[config.mk]
export PLATFORM = sky130hd
export DESIGN_NAME = dmx_scan_ctrl
export DESIGN_NICKNAME = d
export VERILOG_FILES = /design/src/rtl/dmx_scan_ctrl.sv
export SDC_FILE = /design/constraint.sdc
export NUM_CORES = 1
export LEC_CHECK = 0
export ABC_AREA = 1
export BUFFER_PORTS_ARGS = -buffer_cell sky130_fd_sc_hd__buf_2
export CAP_MARGIN = 20
export CORE_MARGIN = 2
export CORE_UTILIZATION = 55
export CTS_CLUSTER_SIZE = 16
export DETAILED_ROUTE_END_ITERATION = 12
export HOLD_SLACK_MARGIN = 0.12
export PLACE_DENSITY = 0.8
export SKIP_CTS_REPAIR_TIMING = 1
export SLEW_MARGIN = 40
export SYNTH_ARGS = -nofsm -noshare
export SYNTH_HDL_FRONTEND = slang
export SYNTH_SLANG_ARGS = --single-unit
[constraint.sdc]
create_clock -name clk -period 5.4 [get_ports clk]
set_input_delay 0 -clock clk [delete_from_list [all_inputs] [get_ports clk]]
set_output_delay 0 -clock clk [all_outputs]
set_load 0.02 [all_outputs]
[src/rtl/dmx_scan_ctrl.sv]
// Round-robin slot scheduler for the 1-to-8 single-bit demux path: steps addr over enabled channels
// and holds each one for a programmable dwell. Optional macro DMX_SCAN_EARLY_EXIT_EN ends idle slots early.
module dmx_scan_ctrl #(
  parameter int N_CH    = 8,
  parameter int ADDR_W  = 3,
  parameter int DWELL_W = 8
) (
  input  logic               clk,
  input  logic               rst_n,
  input  logic               en,
  input  logic [N_CH-1:0]    ch_mask,
  input  logic [DWELL_W-1:0] dwell,
  input  logic               in_valid,
  input  logic               in_data,
  output logic               in_ready,
  output logic [ADDR_W-1:0]  addr,
  output logic [N_CH-1:0]    out_data,
  output logic               slot_start,
  output logic               busy,
  output logic [1:0]         state_dbg
);

  // Handshake: a bit transfers on any cycle with in_valid && in_ready; in_ready is
  // high only in DWELL while en is high, and never depends on in_valid.

  typedef enum logic [1:0] {
    IDLE  = 2'd0,
    SEEK  = 2'd1,
    DWELL = 2'd2
  } state_t;

  localparam logic [DWELL_W-1:0] DWELL_ONE = {{(DWELL_W-1){1'b0}}, 1'b1};

  state_t             state;
  logic [ADDR_W-1:0]  ptr;
  logic [DWELL_W-1:0] cnt;
  logic [DWELL_W-1:0] dwell_q;

  logic [ADDR_W-1:0]  next_ch;
  logic [ADDR_W-1:0]  idx;
  logic [ADDR_W-1:0]  addr_inc;
  logic [DWELL_W-1:0] dwell_eff;
  logic [N_CH-1:0]    data_word;
  logic               xfer;
  logic               early_exit;
  logic               slot_end;

  // Rotating priority search: walk from the farthest offset down so the
  // nearest enabled channel at or after ptr wins. ADDR_W bits wrap 7->0.
  always_comb begin
    next_ch = ptr;
    idx     = ptr;
    for (int k = N_CH - 1; k >= 0; k--) begin
      idx = ptr + ADDR_W'(k);
      if (ch_mask[idx]) next_ch = idx;
    end
  end

  assign addr_inc  = addr + ADDR_W'(1);
  assign dwell_eff = (dwell == '0) ? DWELL_ONE : dwell;
  assign data_word = {{(N_CH-1){1'b0}}, in_data} << addr;

  assign in_ready  = (state == DWELL) && en;
  assign xfer      = in_valid && in_ready;
  assign busy      = (state != IDLE);
  assign state_dbg = state;

`ifdef DMX_SCAN_EARLY_EXIT_EN
  // After the first DWELL cycle, a quiet source ends the slot so idle channels are skipped.
  assign early_exit = !in_valid && (cnt != '0);
`else
  assign early_exit = 1'b0;
`endif

  assign slot_end = (cnt == (dwell_q - DWELL_ONE)) || early_exit;

  always_ff @(posedge clk or negedge rst_n) begin
    if (!rst_n) begin
      state      <= IDLE;
      addr       <= '0;
      out_data   <= '0;
      slot_start <= 1'b0;
      ptr        <= '0;
      cnt        <= '0;
      dwell_q    <= DWELL_ONE;
    end else begin
      slot_start <= 1'b0;
      case (state)
        IDLE: begin
          out_data <= '0;
          if (en && (ch_mask != '0)) state <= SEEK;
        end
        SEEK: begin
          out_data <= '0;
          if (!en || (ch_mask == '0)) begin
            state <= IDLE;
          end else begin
            addr       <= next_ch;
            cnt        <= '0;
            dwell_q    <= dwell_eff;
            slot_start <= 1'b1;
            state      <= DWELL;
          end
        end
        DWELL: begin
          if (!en) begin
            // Abort: the slot is abandoned but the scan resumes after this channel.
            out_data <= '0;
            ptr      <= addr_inc;
            state    <= IDLE;
          end else begin
            out_data <= xfer ? data_word : '0;
            cnt      <= cnt + DWELL_W'(1);
            if (slot_end) begin
              ptr   <= addr_inc;
              state <= SEEK;
            end
          end
        end
        default: begin
          out_data <= '0;
          state    <= IDLE;
        end
      endcase
    end
  end

endmodule

# --- After elaboration in Yosys (flattened, before gate mapping) ---
# Cells that the tools add are included.
# Widths: inputs -> output; s select.
word_totals:
  register_bits: 33
  output_inout_bits: 16
op_classes:
  addsub: 10
  order_cmp: 8
  eq_ne: 8
  shifts: 1
  mux: 40
  n_bitwise: 1
  n_reduce_logical: 15
ops:
  columns: ["cell", "n"]
  rows:
  - ["$mux 8", 6]
  - ["$lt 3x4->1 const B", 8]
  - ["$mux 3", 10]
  - ["$bmux 1 s3", 8]
  - ["$logic_not 8->1", 2]
  - ["$pmux 8 s2", 1]
  - ["$add 3x3->3 const B", 4]
  - ["$mux 1", 10]
  - ["$add 8x1->8 const B", 1]
  - ["$eq 8x8->1", 1]
  - ["$mux 2", 4]
  - ["$reduce_bool 8->1", 1]
  - ["$shl 1x3->8", 1]
  - ["$sub 8x1->8 const B", 1]
  - ["$add 3x1->3 const B", 2]
  - ["$add 3x2->3 const B", 2]
  - ["$ne 2x2->1 const B", 3]
  - ["$pmux 2 s3", 1]
  - ["$reduce_and 2->1", 3]
  - ["$reduce_bool 2->1", 2]
  - ["$logic_and 1x1->1", 3]
  - ["$ne 3x3->1 const B", 1]
  - ["$reduce_and 3->1", 1]
  - ["$eq 2x1->1 const B", 1]
  - ["other kinds (6)", 6]

# --- Depth between registers and ports, before layout ---
# Gate-level depths: netlist of run 1.
depth:
  ltp_word: 11
  ltp_mapped: 19
  ltp_nobuf: 18

# --- Least setup slack after synthesis of run 1 ---
# Ideal clock, no wire load.
synth_path:
  path_kind: "flip-flop to flip-flop"
  from: "register ptr[1]"
  to: "register addr[1]"
  t_arrival_ps: 1750
  slack_ps: 3534
  path_stages_with_launch: 18
  path_buffers: 1
  period_less_slack_ps: 1866
  path_cell_list: "dfrtp_1 > buf_6 > inv_4 > ha_1 > inv_2 > nand3_1 > nand3_2 > nand2_2 > nand2_1 > nand2_1 > o21ai_1 > nand2_1 > nand2_1 > nand2_1 > nand2_1 > nand2_1 > nand2_1 > nand2_1"
synth_via:
  elab_chain_cells: 11
synth_rtl:
  columns: ["item", "line", "source"]
  rows:
  - ["start, declared", "35", "logic [ADDR_W-1:0] ptr;"]
  - ["start signal, assigned", "109", "ptr <= addr_inc;"]
  - ["start signal, assigned", "115", "ptr <= addr_inc;"]
  - ["$add 3x3->3", "54", "idx = ptr + ADDR_W'(k);"]
  - ["$bmux 1 s3", "55", "if (ch_mask[idx]) next_ch = idx;"]
  - ["$mux 1 (implied by the code)", "55", null]
  - ["$mux 3 (7 in a row)", "55", null]
  - ["$mux 3 *", "55", null]
  - ["end signal, assigned", "98", "addr <= next_ch;"]
  - ["end, declared", "16", "output logic [ADDR_W-1:0] addr,"]
# Every way passes the cells marked *; elsewhere a longest branch is shown, timed or not. The select of a mux whose other input is x is not followed.
# A chain may end at the register's enable or synchronous reset.

# --- Worst setup path in the final report of run 1 ---
layout_path:
  from: "register ptr[0]"
  to: "register addr[1]"
# The elaborated chain is that of the path after synthesis.

==> flow_metrics.env, run 1 <==
export IMPL_status="completed"
export IMPL_drive_gt1_frac=0.2173
export IMPL_fill_cells=323
export IMPL_die_area_mm2=0.004647
export IMPL_cp_start_kind="flop"
export IMPL_cp_data_arrival_time_ns=2.55
export IMPL_routed_via_count=2117
export IMPL_yosys_register_bits=33
export IMPL_layout_setup_ws_ns=3.015
export IMPL_setup_violations=0
export IMPL_rsz0062_at_grt="false"
export IMPL_end_kind="flop"
export IMPL_drtIter0Drc=126
export IMPL_fin_util=0.6843
export IMPL_cts_path_max_buffers=2
export IMPL_drv_slew=0
export IMPL_htreeDepth=2
export IMPL_reg2reg_depth=16
export IMPL_rows=23
export IMPL_finClkSkew_ns=0.005739
export IMPL_slew_headroom=0.6430
export IMPL_postSynthCellCount=308
export IMPL_ys_top_cells_by_area="dfrtp_1, nand2_1, nand3_1, inv_1, xor2_1"
export IMPL_drt_wirelength_per_cell_um=12.44
export IMPL_max_cap_violations=0
export IMPL_start_util=0.5703
export IMPL_synthArstFlopShare=1.000
export IMPL_ys_warn_count=0
export IMPL_holdPathStages=5
export IMPL_antenna_found_initial=0
export IMPL_power_density_mw_per_mm2=590.3
export IMPL_fmax_mhz=419.3
export IMPL_cp_required_ns=5.57
export IMPL_clk_latency_ns=0.28
export IMPL_synth_commonest_cells="nand2_1, nand3_1, inv_1, dfrtp_1, nor2_1"
export IMPL_grt_max_degree=34
export IMPL_io_buffers=36
export IMPL_routed_via_density=5.176
export IMPL_gp_congestion=0.9389
export IMPL_syn_to_final_growth_pct=20.00
export IMPL_synth_top_cell_area_share=0.3536
export IMPL_post_route_period_util=0.4416
export IMPL_drt_wl_total_um=5087
export IMPL_synth_ff_type="dfrtp_1"
export IMPL_hold_viol=0
export IMPL_worstPathMaxFanout=12
export IMPL_drc_errors=0
export IMPL_grt_pass1_vias=1850
export IMPL_grt_overflow_total=0
export IMPL_antennaDiodeCount=0
export IMPL_grt_pass1_wl_um=8024
export IMPL_post_dp_hpwl_um=3741
export IMPL_drtAntennaViolNets=0
export IMPL_syn_avg_cell_area_um2=7.353
export IMPL_clk_pin_slew_worst_paths_ns=0.06
export IMPL_p_leak_nw=1.454
export IMPL_post_route_min_period_ns=2.385
export IMPL_pin_count=37
export IMPL_netlist_area_mm2=0.002265
export IMPL_crit_type="reg2reg"
export IMPL_dr_pass1_iters=5
export IMPL_vdd_drop_max_uv=365.9
export IMPL_seq_area_frac_synth=0.3652
export IMPL_synth_top_cell_by_area="dfrtp_1"
export IMPL_clock_sinks=33
export IMPL_hp_class="in2reg"
export IMPL_numCtsBuffers=5
export IMPL_cts_root_buf="clkbuf_8"
export IMPL_core_area_mm2=0.003971
export IMPL_grt_use_total=0.2314
export IMPL_cts_tree="built"
export IMPL_finalSetupTns_ns=0
export IMPL_tightest_slew_ns=0.5354
export IMPL_final_net_count=384
export IMPL_die_w_um=68.17
export IMPL_synth_most_common_cell="nand2_1"
export IMPL_die_h_um=68.17
export IMPL_dp_slack_ns=3.075
export IMPL_synthesis_nets=334
export IMPL_yosysUniqueCellTypes=31
export IMPL_synth_edff_count=0
-- cell families (layout without fill, tap and decap cells) --
kind of cell,count (synthesis),in the layout,synth area share
compound gates,29,29,0.06851
flops,33,33,0.3652
xor+xnor,20,20,0.08895
simple gates,174,174,0.3597
buf+inv,47,98,0.09006
fa+ha+maj,5,5,0.02762
-- final timing paths --
kind,end,slack [ns],from
setup reg to reg,addr[1],3.02,ptr[0]
max in group asynchronous,ptr[2],4.87,rst_n
min in group asynchronous,dwell_q[1],0.13,rst_n
setup / recovery,addr[1],3.02,ptr[0]
hold / removal,out_data[2],0.12,in_valid
hold reg to reg,dwell_q[0],0.54,dwell_q[0]
-- state kept, by name (all words and copies together), names as in the netlist --
signal	count
state_dbg	2
addr	3
slot_start	1
ptr	3
out_data	8
cnt	8
dwell_q	8
-- metrics by stage --
stage / power [mW] / area, µm² / hold WS [ns] / instances
after CTS: 1.590 / 2580 / -0.2128 / 397
after global routing: 1.753 / 2718 / 0.1517 / 409
after detailed placement: 1.345 / 2464 / 0.09010 / 389
after floorplan: 1.170 / 2265 / -0.2956 / 308
final: 1.604 / 2718 / 0.1195 / 409
after global placement: 1.338 / 2464 / 0.09335 / 389
-- area by class of cell --
class                   count  area [µm²]  share of cell area
repair buffers             48       317.8              0.1169
well taps                  50       62.56             0.02302
multi-input cells         228        1234              0.4540
clock inverters             1       30.03             0.01105
clock buffers               7       86.33             0.03177
flip-flops and latches     33       827.0              0.3043
inverters                  42       160.2             0.05893
-- cell usage in the layout, fill, tap and decap left out, types with 2 or more instances in the layout --
| cell | instances |
|---|---|
| nand2_1 | 88 |
| a21oi_1 | 11 |
| buf_2 | 36 |
| nand2_2 | 10 |
| xor2_1 | 11 |
| dfrtp_1 | 32 |
| xnor2_1 | 7 |
| nor2_1 | 16 |
| nor2_2 | 2 |
| nand3_2 | 7 |
| inv_2 | 8 |
| dlygate4sd3_1 | 11 |
| clkbuf_8 | 6 |
| ha_1 | 5 |
| nor3_2 | 2 |
| o21ai_1 | 3 |
| nor3_1 | 4 |
| inv_1 | 33 |
| nand3_1 | 40 |
| nor4_1 | 2 |
| o21ai_0 | 11 |
-- layer usage --
metal / up-vias / part of all wire / track usage
li1: 1086 / - / -
met1: 945 / 0.48 / 0.3189
met2: 76 / 0.45 / 0.3786
met3: 10 / 0.060 / 0.03618
met4: 0 / 0.013 / 0.06500
met5: - / 0 / 0
-- power breakdown --
part,internal [mW],switching (mW)
combinational,0.349,0.604
clock,0.150,0.0885
sequential,0.313,0.0995
total,0.812,0.792
-- worst max-delay path, stage by stage, from the launching register on --
cell	delay [ns]
dfrtp_1	0.60
inv_2	0.18
ha_1	0.43
inv_2	0.15
nand3_1	0.12
nand3_2	0.11
nand2_2	0.07
nand2_1	0.06
nand2_1	0.05
o21ai_1	0.11
nand2_1	0.06
nand2_1	0.05
nand2_1	0.06
nand2_1	0.06
nand2_1	0.05
nand2_1	0.06
nand2_1	0.06
(Power assumes the default switching activity.)
==> run 2, diff against run 1 <==
ABC_AREA = 0   (was 1)
PLACE_DENSITY = 0.79   (was 0.8)
clock period = 2.2 ns   (was 5.4 ns; I/O delays follow)
==> run 2 against run 1 <==
The flow now finishes with violations (setup timing). Maximum frequency shrank 4.8%. Flip-flop and latch count is the same. Cell count rose by 2.0%. Routed wire length is 38% higher. Core utilization up 10 points. First-iteration DRC count down 7.9%. Non-clock buffer count grew 50. Critical path type unchanged.
==> flow_metrics.env, run 2 <==
export IMPL_final_net_count=390
export IMPL_grt_pass1_vias=2336
export IMPL_synthesis_nets=296
export IMPL_clock_sinks=33
export IMPL_drv_slew=0
export IMPL_setup_violations=8
export IMPL_finalSetupTns_ns=-1.456
export IMPL_layout_setup_ws_ns=-0.3057
export IMPL_fill_cells=296
export IMPL_clk_latency_ns=0.29
export IMPL_slew_headroom=0.6901
export IMPL_synth_edff_count=0
export IMPL_synth_commonest_cells="nand2_1, dfrtp_1, nor2_1, o21ai_0, xor2_1"
export IMPL_synth_top_cell_area_share=0.3264
export IMPL_vdd_drop_max_uv=896.4
export IMPL_cp_start_kind="flop"
export IMPL_post_dp_hpwl_um=4912
export IMPL_clk_pin_slew_worst_paths_ns=0.07
export IMPL_whs_ns=0.3427
export IMPL_drc_errors=0
export IMPL_core_area_mm2=0.004324
export IMPL_p_leak_nw=1.614
export IMPL_cp_required_ns=2.37
export IMPL_cts_root_buf="clkbuf_8"
export IMPL_cts_tree="built"
export IMPL_synthXorXnorAreaFrac=0.07496
export IMPL_yosysUniqueCellTypes=54
export IMPL_antennaDiodeCount=0
export IMPL_max_cap_violations=0
export IMPL_syn_to_final_growth_pct=38.35
export IMPL_htreeDepth=2
export IMPL_rsz0062_at_grt="true"
export IMPL_synth_compound_area_frac=0.1356
export IMPL_status="finished, violations left"
export IMPL_drt_wl_total_um=7034
export IMPL_ys_top_cells_by_area="dfrtp_1, nand2_1, mux2i_1, mux4_1, xor2_1"
export IMPL_final_cell_mix="nand2_1, buf_4, buf_2"
export IMPL_numCtsBuffers=5
export IMPL_netlist_area_mm2=0.002454
export IMPL_hold_viol=0
export IMPL_drtIter0Drc=116
export IMPL_worstPathMaxFanout=3
export IMPL_grt_overflow_total=0
export IMPL_routed_via_density=5.909
export IMPL_seq_area_frac_synth=0.3371
export IMPL_synth_top_family_by_area="simple AND/OR/NAND/NOR gates"
export IMPL_post_route_period_util=1.139
export IMPL_finClkSkew_ns=0.006153
export IMPL_die_area_mm2=0.005011
export IMPL_synth_adder_area_share=0.02550
export IMPL_grt_pass1_wl_um=10970
export IMPL_fmax_mhz=399.1
export IMPL_pin_count=37
export IMPL_synth_top_cell_by_area="dfrtp_1"
export IMPL_dr_pass1_iters=5
export IMPL_top_regs="cnt x8, dwell_q x8, out_data x8"
export IMPL_drt_wirelength_per_cell_um=16.87
export IMPL_routed_via_count=2464
export IMPL_yosys_mux_area_fraction=0.1713
export IMPL_power_density_mw_per_mm2=1394
export IMPL_syn_avg_cell_area_um2=9.087
export IMPL_antenna_found_initial=0
export IMPL_cts_path_max_buffers=2
export IMPL_final_common_cell="nand2_1"
export IMPL_total_power_mw=4.731
export IMPL_drtAntennaViolNets=0
export IMPL_postSynthCellCount=270
export IMPL_ys_warn_count=0
export IMPL_io_buffers=36
export IMPL_yosys_register_bits=33
export IMPL_rows=24
export IMPL_gp_congestion=0.9159
export IMPL_die_w_um=70.79
export IMPL_crit_type="reg2reg"
export IMPL_cp_data_arrival_time_ns=2.68
export IMPL_end_kind="flop"
export IMPL_fin_util=0.7850
export IMPL_start_util=0.5674
export IMPL_tightest_slew_ns=0.4649
export IMPL_hp_class="in2reg"
export IMPL_post_route_min_period_ns=2.506
export IMPL_grt_use_total=0.2766
export IMPL_violations="setup timing"
export IMPL_synthArstFlopShare=1.000
export IMPL_drive_gt1_frac=0.3507
export IMPL_synth_ff_type="dfrtp_1"
export IMPL_die_h_um=70.79
export IMPL_synthSimpleGateAreaFrac=0.2172
export IMPL_grt_max_degree=34
export IMPL_synth_most_common_cell="nand2_1"
==> run 2: changes by cell type in the layout (fill, tap and decap cells not counted), sizes merged, moves of 5 or more <==
cell	before	now
buf	37	83
inv	42	6
mux2	0	9
mux2i	0	12
mux4	0	8
nand2	98	46
nand3	47	6
nor2	18	27
nor4	2	7
==> run 2: worst max-delay path: stages (launching register included) <==
cell and delay, ns:
dfstp_2 0.56, inv_2 0.06, ha_4 0.17, xor2_2 0.15, o31ai_1 0.25, nand4_1 0.13
or4b_4 0.58, a21boi_4 0.19, mux2_4 0.31
==> run 2: routing by layer <==
layer  track usage  vias to the layer above  share of wire  wire, µm
met3       0.04701                       16          0.053       375
met5             0                        -              0         0
met2        0.4673                       92           0.51      3591
met1        0.3650                     1197           0.42      2923
met4       0.08595                        0          0.020       143
li1              -                     1159              -         -
==> run 2: metrics by stage <==
stage	cell area, µm²	setup WS [ns]	std cells
after floorplan	2529	-0.3105	270
after global placement	3032	-0.1724	390
after detailed placement	3032	-0.2211	390
after CTS	3148	-0.2342	398
after global routing	3395	-0.3674	417
final	3395	-0.3057	417
==> run 2: layout make-up <==
type                    count  area [µm²]  share of cell area
multi-input cells         218        1637              0.4821
repair buffers             98       719.4              0.2119
flip-flops and latches     33       827.0              0.2436
clock buffers               7       86.33             0.02543
inverters                   8       30.03            0.008846
clock inverters             1       30.03            0.008846
well taps                  52       65.06             0.01917
==> run 2: cell families (layout without fill, tap and decap cells) <==
| family | count (synthesis) | count (layout) |
|---|---|---|
| buf+inv | 19 | 114 |
| fa+ha+maj | 5 | 5 |
| compound gates | 50 | 50 |
| xor+xnor | 21 | 21 |
| simple gates | 113 | 113 |
| mux | 29 | 29 |
| flops | 33 | 33 |
==> run 2: final timing paths <==
check / slack (ns) / depth (start not counted) / from / endpoint
min reg2reg: 0.54 / 2 / dwell_q[7] / dwell_q[7]
max in group asynchronous: 0.65 / 4 / rst_n / out_data[0]
min in group asynchronous: 0.63 / 3 / rst_n / out_data[1]
max: -0.31 / 8 / dwell_q[0] / ptr[2]
max reg2reg: -0.31 / 8 / dwell_q[0] / ptr[2]
min: 0.34 / 5 / ch_mask[4] / state_dbg[0]
==> run 2: power breakdown <==
part | total (mW) | internal, mW | switching, mW
registers | 0.961 | 0.747 | 0.214
clock network | 0.591 | 0.369 | 0.222
logic | 3.18 | 1.65 | 1.53
total | 4.73 | 2.76 | 1.97
